`config.mk`:
```
export PLATFORM = sky130hd
export DESIGN_NAME = fetch_stage_flat
export DESIGN_NICKNAME = d
export VERILOG_FILES = /design/src/rtl/cpu_pkg.sv /design/src/rtl/fetch_stage_if.sv /design/src/rtl/sat_counter.sv /design/src/rtl/fetch_stage.sv /design/src/flat_wrapper.sv
export SDC_FILE = /design/constraint.sdc
export NUM_CORES = 1
export LEC_CHECK = 0
export ABC_AREA = 1
export BUFFER_PORTS_ARGS = -buffer_cell sky130_fd_sc_hd__buf_2
export CAP_MARGIN = 0
export CORE_AREA = 2 2 55 109
export DETAILED_ROUTE_END_ITERATION = 8
export DIE_AREA = 0 0 57 111
export HOLD_SLACK_MARGIN = 0.08
export PLACE_DENSITY_LB_ADDON = 0.3
export SKIP_CTS_REPAIR_TIMING = 1
export SYNTH_ARGS = -nofsm -noshare
export SYNTH_HDL_FRONTEND = slang
export SYNTH_SLANG_ARGS = --single-unit
```
`constraint.sdc`:
```
create_clock -name clk -period 1.65 [get_ports clk]
set_input_delay 0.0825 -clock clk [delete_from_list [all_inputs] [get_ports clk]]
set_output_delay 0.0825 -clock clk [all_outputs]
set_load 0.05 [all_outputs]
```
`src/rtl/cpu_pkg.sv`:
```
// Shared CPU types and constants used by the fetch stage, its interface and its bench.
package cpu_pkg;

  localparam int PC_W    = 9;
  localparam int INSTR_W = 9;

  typedef logic [PC_W-1:0]    pc_t;
  typedef logic [INSTR_W-1:0] instr_t;

  localparam instr_t HALT_INSTR = 9'h1FF;

  typedef enum logic [1:0] {
    BOOT   = 2'd0,
    RUN    = 2'd1,
    SQUASH = 2'd2,
    HALTED = 2'd3
  } fetch_state_e;

endpackage

```
`src/rtl/fetch_stage_if.sv`:
```
// Fetch-stage bus: PC in, ROM address/data, tagged instruction out and perf counters.
// master = fetch stage, slave = PC/ROM/decode side.
interface fetch_stage_if
  import cpu_pkg::*;
#(
  parameter int CNT_W = 16
) ();

  pc_t              prog_ctr;
  logic             jump_taken;
  pc_t              rom_addr;
  instr_t           rom_data;
  instr_t           instr;
  pc_t              instr_pc;
  logic             instr_valid;
  logic             halted;
  logic [CNT_W-1:0] fetch_count;
  logic [CNT_W-1:0] squash_count;

  // instr is meaningful only while instr_valid is high; decode has no back-pressure.
  modport master (
    input  prog_ctr, jump_taken, rom_data,
    output rom_addr, instr, instr_pc, instr_valid, halted, fetch_count, squash_count
  );

  modport slave (
    output prog_ctr, jump_taken, rom_data,
    input  rom_addr, instr, instr_pc, instr_valid, halted, fetch_count, squash_count
  );

endinterface

```
`src/rtl/sat_counter.sv`:
```
// Up-counter that sticks at all-ones; synchronous clear has priority over increment.
module sat_counter #(
  parameter int W = 16
) (
  input  logic         clk,
  input  logic         clr_i,
  input  logic         inc_i,
  output logic [W-1:0] count_o
);

  logic [W-1:0] count_q;

  always_ff @(posedge clk) begin
    if (clr_i) begin
      count_q <= '0;
    end else if (inc_i && (count_q != '1)) begin
      count_q <= count_q + 1'b1;
    end
  end

  assign count_o = count_q;

endmodule

```
`src/rtl/fetch_stage.sv`:
```
// Instruction fetch: hides the 1-cycle ROM latency, squashes the wrong-path slot
// after an absolute jump, freezes on HALT and keeps saturating perf counters.
module fetch_stage
  import cpu_pkg::*;
#(
  parameter int CNT_W = 16
) (
  input  logic          clk,
  input  logic          reset,
  fetch_stage_if.master bus,
  output fetch_state_e  state_o
);

  fetch_state_e state_q;
  logic         valid_q;
  logic         halted_q;
  pc_t          instr_pc_q;
  logic         fetch_inc;
  logic         squash_inc;

  assign bus.rom_addr    = bus.prog_ctr;
  assign bus.instr       = bus.rom_data;
  assign bus.instr_pc    = instr_pc_q;
  assign bus.instr_valid = valid_q;
  assign bus.halted      = halted_q;
  assign state_o         = state_q;

  always_ff @(posedge clk) begin
    if (reset) begin
      state_q    <= BOOT;
      valid_q    <= 1'b0;
      halted_q   <= 1'b0;
      instr_pc_q <= '0;
    end else begin
      // Tracks the address presented last cycle, so it always tags rom_data.
      instr_pc_q <= bus.prog_ctr;
      case (state_q)
        BOOT: begin
          state_q <= RUN;
          valid_q <= 1'b1;
        end
        RUN: begin
          // HALT outranks a simultaneous jump: no squash bubble after HALT.
          if (bus.rom_data == HALT_INSTR) begin
            state_q  <= HALTED;
            valid_q  <= 1'b0;
            halted_q <= 1'b1;
          end else if (bus.jump_taken) begin
            state_q <= SQUASH;
            valid_q <= 1'b0;
          end
        end
        SQUASH: begin
          state_q <= RUN;
          valid_q <= 1'b1;
        end
        HALTED: begin
          state_q <= HALTED;
        end
        default: begin
          state_q <= BOOT;
          valid_q <= 1'b0;
        end
      endcase
    end
  end

  assign fetch_inc  = (state_q == RUN);
  assign squash_inc = (state_q == BOOT) || (state_q == SQUASH);

  sat_counter #(.W(CNT_W)) u_fetch_cnt (
    .clk     (clk),
    .clr_i   (reset),
    .inc_i   (fetch_inc),
    .count_o (bus.fetch_count)
  );

  sat_counter #(.W(CNT_W)) u_squash_cnt (
    .clk     (clk),
    .clr_i   (reset),
    .inc_i   (squash_inc),
    .count_o (bus.squash_count)
  );

endmodule

```
`src/flat_wrapper.sv`:
```
// flat-port wrapper written by rule: the top's interface ports become plain ports
module fetch_stage_flat import cpu_pkg::*;
#(
  parameter int CNT_W = 16
)
  (clk, reset, state_o, bus_prog_ctr, bus_jump_taken, bus_rom_data, bus_rom_addr, bus_instr, bus_instr_pc, bus_instr_valid, bus_halted, bus_fetch_count, bus_squash_count);
  fetch_stage_if #(.CNT_W(CNT_W)) bus_i ();
  input  logic clk;
  input  logic reset;
  output fetch_state_e state_o;
  input wire logic [$bits(bus_i.prog_ctr)-1:0] bus_prog_ctr;
  input wire logic [$bits(bus_i.jump_taken)-1:0] bus_jump_taken;
  input wire logic [$bits(bus_i.rom_data)-1:0] bus_rom_data;
  output wire logic [$bits(bus_i.rom_addr)-1:0] bus_rom_addr;
  output wire logic [$bits(bus_i.instr)-1:0] bus_instr;
  output wire logic [$bits(bus_i.instr_pc)-1:0] bus_instr_pc;
  output wire logic [$bits(bus_i.instr_valid)-1:0] bus_instr_valid;
  output wire logic [$bits(bus_i.halted)-1:0] bus_halted;
  output wire logic [$bits(bus_i.fetch_count)-1:0] bus_fetch_count;
  output wire logic [$bits(bus_i.squash_count)-1:0] bus_squash_count;
  assign bus_i.prog_ctr = bus_prog_ctr;
  assign bus_i.jump_taken = bus_jump_taken;
  assign bus_i.rom_data = bus_rom_data;
  assign bus_rom_addr = bus_i.rom_addr;
  assign bus_instr = bus_i.instr;
  assign bus_instr_pc = bus_i.instr_pc;
  assign bus_instr_valid = bus_i.instr_valid;
  assign bus_halted = bus_i.halted;
  assign bus_fetch_count = bus_i.fetch_count;
  assign bus_squash_count = bus_i.squash_count;
  fetch_stage #(.CNT_W(CNT_W)) u_core (.clk(clk), .reset(reset), .bus(bus_i), .state_o(state_o));
endmodule
```
==> results of run 1 <==
-- state kept, by name (all words and copies together) (netlist names) --
signal,cells
u_core.bus.halted,1
u_core.state_o,2
u_core.u_fetch_cnt.count_o,16
u_core.u_squash_cnt.count_o,16
u_core.bus.instr_valid,1
u_core.bus.instr_pc,9
-- per-layer routing --
layer  routed length (um)  GRT usage  up-vias
met5                    0          0        -
met3                  280     0.0315        2
met4                   27     0.0372        0
met1                 2410      0.224      999
met2                 2460      0.280       63
li1                     -          -     1239
-- layout make-up --
type,count,area share
clock buffers,5,0.0409
clock inverters,3,0.00655
well taps,61,0.0250
multi-input cells,244,0.393
flip-flops and latches,45,0.303
repair buffers,99,0.187
inverters,37,0.0454
-- kinds of logic after synthesis --
group	Yosys count
compound gates	37
xor+xnor	13
fa+ha+maj	2
buf+inv	63
flops	45
simple gates	192
-- layout by cell type, fill, tap and decap left out --
master	count
clkbuf_16	5
nor2_1	52
xnor2_1	5
inv_4	1
inv_2	3
nand2_1	98
dfxtp_4	2
dfxtp_2	14
nand2_4	1
dfxtp_1	29
o21ai_2	1
clkinv_2	1
dlygate4sd3_1	9
nor2_8	1
nor2_4	2
ha_2	1
buf_2	83
inv_6	1
nand2_2	2
a21oi_2	10
xor2_1	8
a21oi_1	16
o21bai_1	1
ha_1	1
nor2_2	6
inv_1	34
o21ai_0	8
nand4_1	7
a31oi_1	1
nand3_1	19
nand3b_1	1
buf_4	6
buf_12	1
nor3_1	2
and3_1	1
-- path summary, 6_finish.rpt --
kind,to,slack (ps)
setup reg to reg,u_core.u_squash_cnt.count_o[13],140
hold / removal,u_core.state_o[0],70
hold reg to reg,u_core.bus.halted,470
setup / recovery,u_core.u_squash_cnt.count_o[13],140
-- worst max-delay path, cell delays in order (launching register included) --
cell	delay, ps
dfxtp_4	360
ha_1	220
nand2_1	90
nor2_2	60
nand2_2	100
nor2_2	60
nor2_4	300
nand3_1	110
nand2_1	80
nor2_1	40
-- power by group through the flow --
stage               sequential (mW)  combinational [mW]  clock, mW
detailed placement             1.16               0.380          0
global route                   1.14               0.430       1.06
floorplan                      1.25               0.228          0
global placement               1.16               0.378          0
CTS                            1.13               0.381       1.03
finish                         1.13               0.403      0.991
==> summary.txt, run 1 <==
Timing
  • Worst-Margin Slew: 415 ps
  • Final Hold Fails: 0
  • Clk_skew: 4.58 ps
  • Setup TNS: 0 ps
  • Worst setup margin: 138 ps
  • Final Cycle Share: 0.917
  • RSZ-0062 raised after global routing: false
  • WHS: 75.0 ps
  • Rel. slew slack: 0.723
  • Setup-failing EPs final: 0
  • Fmax: 661 MHz
  • Max Slew Vio Count: 0
  • Tmin final: 1510 ps

Drt
  • Via count: 2303
  • Via/cell ratio: 4.66
  • First-pass DRT Iterations: 4
  • Final antenna-violating net count: 0
  • Initial DRC count: 41
  • DR WL/cell: 10.5 um
  • Final wirelength: 5.18 mm
  • DRC violations left: 0

Power and ir drop
  • Internal power: 1.79 mW
  • Switching power: 0.741 mW
  • Leakage power: 1.43 nW
  • Share of power burned in registers: 0.449
  • Comb power frac: 0.160
  • Final total power: 2.53 mW
  • PD cells: 827 nW/um^2
  • Maximum VDD drop: 0.836 mV
  • Clock share of power: 0.392
  • Switch share: 0.293

Placement
  • Dpl cell area: 2800 sq um
  • IO buf count: 83
  • DP HPWL: 3.73 mm
  • Pre-CTS setup slack: 138 ps
  • Placed instance count: 476
  • Routability cong.: 0.815

Yosys
  • Post-Synthesis Mean Instance Area: 6.89 sq um
  • Synth warn: 0
  • Post-synthesis cell count: 352
  • Area leader, netlist: dfxtp_1
  • Area contributors post-synth: dfxtp_1, nand2_1, nor2_1
  • Ys async rst share: 0
  • #FFs+latches synth: 45
  • Mux cell area share after synthesis: 0
  • Top-count cell post-synth: nand2_1
  • Top FF cell, synth: dfxtp_1
  • Xor/xnor share of the synthesized area: 0.0469
  • Top cell type's share of synthesized area: 0.371
  • Simple-gate portion of the synthesized area: 0.342
  • Post-synthesis net count: 375
  • Post-Synth Adder-Cell Area: 0.0103
  • Largest family of logic cells by synthesized area: simple AND/OR/NAND/NOR gates
  • Number of synthesized flops with an enable pin: 0
  • Yosys cell types: 27
  • Seq/Total Area, Yosys: 0.371
  • Post-synth design cell area: 2430 sq um
  • Commonest cells post-synth: nand2_1, nor2_1, dfxtp_1
  • Synth Area in Compound Gates: 0.0949

CTS
  • Worst skew pair latency: 280 ps
  • CTS root buf: clkbuf_16
  • CTS tree: yes
  • Clock sinks: 45
  • Longest Clk Path Bufs: 2
  • H-Tree Level Count: 2
  • Clock-pin slew on the worst setup and hold paths: 60 ps
  • Cts bufs inserted: 5

Layout
  • Nets: 455
  • # diodes: 0
  • Non-Filler Instances: 494
  • Final design utilization: 0.550
  • Sequential standard cell area: 926 sq um
  • Layout cells sized above 1: 0.326
  • Area Growth Syn to Fin: 26.0%
  • Fillers: 572
  • Finished layout cell area: 3060 sq um
  • Multi-input gate area: 1200 sq um

Worst hold path
  • Hold path start: bus_jump_taken
  • Hold Path Stages: 4
  • Hold Path Class: input port to flop

Worst setup path
  • Crit. End Element: flop
  • FF-to-FF Start: u_core.u_squash_cnt.count_o[0]
  • WP data arrival: 1690 ps
  • CP max FO: 16
  • Required @ worst endpoint: 1820 ps
  • Worst Setup SP: u_core.u_squash_cnt.count_o[0]
  • Crit start category: flop
  • WS Path Type: flop to flop
  • Worst R2R Path Depth: 9

Floorplan
  • Num ports: 84
  • Initial Utilization: 0.436
  • Core Rows: 39
  • DIE AREA: 6330 sq um
  • Die Width: 57 um
  • Die span in y: 111 um
  • Core Region: 5560 sq um

Global routing
  • Total congestion overflow: 0
  • Initial antenna violation count: 0
  • Largest net degree at the start of global routing: 33
  • Overall Global Routing Usage: 0.169
  • First-pass GRT wire length: 8.89 mm
  • Vias in the first global route: 2057

Status
  • Status: finished clean

Run
  • Max capacitance violation total: 0
Note: power is estimated with default switching activity, not from simulation.
==> run 2, diff against run 1 <==
--- a/config.mk
+++ b/config.mk
@@ -7,13 +7,14 @@
 export LEC_CHECK = 0
 export ABC_AREA = 1
 export BUFFER_PORTS_ARGS = -buffer_cell sky130_fd_sc_hd__buf_2
-export CAP_MARGIN = 0
-export CORE_AREA = 2 2 55 109
+export CAP_MARGIN = 10
+export CORE_AREA = 2 2 56 110
 export DETAILED_ROUTE_END_ITERATION = 8
-export DIE_AREA = 0 0 57 111
+export DIE_AREA = 0 0 58 112
 export HOLD_SLACK_MARGIN = 0.08
 export PLACE_DENSITY_LB_ADDON = 0.3
 export SKIP_CTS_REPAIR_TIMING = 1
 export SYNTH_ARGS = -nofsm -noshare
 export SYNTH_HDL_FRONTEND = slang
+export SYNTH_HIERARCHICAL = 1
 export SYNTH_SLANG_ARGS = --single-unit
==> run 2 against run 1 <==
Compared with the run above:
- non-clock buffer count rose by 5
- sequential power about the same
- critical path depth is the same
- utilization about the same
- combinational power increased by 2%
- register-to-register slack gained 20 ps
- clock power rose by 0.8%
- flip-flop and latch count is the same
- largest cell class unchanged
==> summary.txt, run 2 <==
Floorplan
  • DIE AREA: 6500 sq um
  • Initial Utilization: 0.432
  • Core Rows: 39
  • Die span in y: 112 um
  • Num ports: 84
  • Die Width: 58 um
  • Core Region: 5660 sq um

Yosys
  • Simple-gate portion of the synthesized area: 0.466
  • Post-synthesis net count: 395
  • Yosys cell types: 20
  • Post-synth design cell area: 2450 sq um
  • Area leader, netlist: dfxtp_1
  • Ys async rst share: 0
  • Top-count cell post-synth: nand2_1
  • Post-Synth Adder-Cell Area: 0.0102
  • Top FF cell, synth: dfxtp_1
  • #FFs+latches synth: 45
  • Top cell type's share of synthesized area: 0.368
  • Post-Synthesis Mean Instance Area: 6.58 sq um
  • Largest family of logic cells by synthesized area: simple AND/OR/NAND/NOR gates
  • Post-synthesis cell count: 372
  • Commonest cells post-synth: nand2_1, nor2_1, dfxtp_1
  • Xor/xnor share of the synthesized area: 0
  • Seq/Total Area, Yosys: 0.368
  • Mux cell area share after synthesis: 0
  • Synth warn: 6
  • Number of synthesized flops with an enable pin: 0
  • Synth Area in Compound Gates: 0.0348
  • Area contributors post-synth: dfxtp_1, nand2_1, nor2_1

Layout
  • Final design utilization: 0.549
  • Fillers: 567
  • Commonest non-fill, non-tap cell in the layout: nand2_1
  • Nets: 483
  • # diodes: 0
  • Commonest cells after routing, fill and taps aside: nand2_1, buf_2, nor2_1
  • Multi-input gate area: 1250 sq um
  • Sequential standard cell area: 907 sq um
  • Layout cells sized above 1: 0.313
  • Area Growth Syn to Fin: 27.0%

Global routing
  • Total congestion overflow: 0
  • Vias in the first global route: 2346
  • Initial antenna violation count: 0
  • Overall Global Routing Usage: 0.199
  • First-pass GRT wire length: 10.1 mm
  • Largest net degree at the start of global routing: 17

Status
  • Status: finished clean

Power and ir drop
  • Clock share of power: 0.392
  • Switch share: 0.285
  • PD cells: 820 nW/um^2
  • Switching power: 0.726 mW
  • Maximum VDD drop: 0.993 mV
  • Leakage power: 1.54 nW
  • Internal power: 1.82 mW
  • Comb power frac: 0.162
  • Share of power burned in registers: 0.447

Drt
  • Initial DRC count: 121
  • Via/cell ratio: 4.96
  • Final antenna-violating net count: 0
  • First-pass DRT Iterations: 5
  • Via count: 2586
  • DR WL/cell: 12.2 um
  • Final wirelength: 6.38 mm
  • DRC violations left: 0

CTS
  • Clock sinks: 45
  • CTS tree: yes
  • Longest Clk Path Bufs: 2
  • CTS root buf: clkbuf_16
  • Clock-pin slew on the worst setup and hold paths: 60 ps
  • Worst skew pair latency: 290 ps
  • H-Tree Level Count: 2
  • Cts bufs inserted: 5

Worst setup path
  • WS Path Type: flop to flop
  • Reg-to-Reg End: u_core/u_fetch_cnt/count_o[14]
  • Crit start category: flop
  • Worst R2R Path Depth: 9
  • CP max FO: 11
  • Required @ worst endpoint: 1830 ps
  • WP data arrival: 1670 ps
  • FF-to-FF setup slack: 160 ps
  • Crit. End Element: flop
  • FF-to-FF Start: u_core/state_o[0]

Timing
  • Rel. slew slack: 0.644
  • Final Hold Fails: 0
  • Clk_skew: 3.50 ps
  • Final Cycle Share: 0.906
  • Fmax: 669 MHz
  • Worst-Margin Slew: 533 ps
  • Max Slew Vio Count: 0
  • WHS: 77.4 ps
  • Setup-failing EPs final: 0
  • Tmin final: 1490 ps

Worst hold path
  • Hold path start: bus_jump_taken
  • Worst hold path endpoint: u_core/state_o[0]
  • Hold Path Class: input port to flop
  • Hold Path Stages: 4

Placement
  • Routability cong.: 0.928
  • DP HPWL: 4.83 mm
  • IO buf count: 83

Run
  • Max capacitance violation total: 0
[run 2: cell count changes after synthesis, sizes merged, moves of 2 or more]
cell	delta
or2	+2
xnor2	-5
nand2	+2
xor2	-8
clkbuf	-3
a21oi	-10
nand3	+7
inv	-2
o21ai	-8
nor2	+48
[run 2: power by group through the flow]
stage / combinational [mW] / clock (mW) / sequential [mW]
floorplan: 0.222 / 0 / 1.26
global placement: 0.386 / 0 / 1.16
global route: 0.438 / 1.08 / 1.14
CTS: 0.389 / 1.03 / 1.14
detailed placement: 0.388 / 0 / 1.16
finish: 0.412 / 0.999 / 1.14
[run 2: routing by layer]
layer | wire length, um | GRT usage
met1 | 2110 | 0.186
met2 | 3610 | 0.369
met3 | 296 | 0.0372
met4 | 363 | 0.132
met5 | 0 | 0
[run 2: worst max-delay path, stage by stage (launching register included)]
cell	delay, ps
dfxtp_2	350
inv_2	100
nor2_4	240
nand2_1	120
inv_1	90
nand3_1	160
nor2_2	140
nand3_1	80
nand2_1	60
nor2_1	40
[run 2: worst max path at each step]
stage,startpoint,endpoint,slack (ps),cells after the start
after floorplan,u_core/state_o[0],u_core/u_fetch_cnt/count_o[13],50,9
after global placement,u_core/state_o[0],u_core/u_fetch_cnt/count_o[14],220,9
after detailed placement,u_core/u_squash_cnt/count_o[0],u_core/u_squash_cnt/count_o[12],190,8
after CTS,u_core/u_fetch_cnt/count_o[0],u_core/u_fetch_cnt/count_o[15],180,7
after global routing,u_core/state_o[0],u_core/u_fetch_cnt/count_o[14],-20,9
final,u_core/state_o[0],u_core/u_fetch_cnt/count_o[14],160,9
[run 2: logic make-up (layout without fill, tap and decap cells)]
logic type | Yosys count | in the layout
AOI/OAI and AO/OA | 17 | 17
buffers and inverters | 58 | 146
DFF | 45 | 45
and+or+nand+nor | 250 | 250
adders and majority gates | 2 | 2
[run 2: stage by stage]
stage / TNS (ps) / instance area, sq um / worst slack [ps] / power, mW / instances
floorplan: 0 / 2450 / 51.4 / 1.48 / 372
global placement: 0 / 2850 / 220 / 1.55 / 502
detailed placement: 0 / 2850 / 195 / 1.55 / 502
CTS: 0 / 2990 / 184 / 2.56 / 509
global route: -22.6 / 3110 / -22.6 / 2.65 / 521
finish: 0 / 3110 / 155 / 2.55 / 521
[run 2: area by class of cell]
cell class | count | area share
multi-input cells | 269 | 0.403
flip-flops and latches | 45 | 0.292
repair buffers | 104 | 0.192
clock buffers | 6 | 0.0447
inverters | 35 | 0.0423
well taps | 61 | 0.0245
clock inverters | 1 | 0.00241
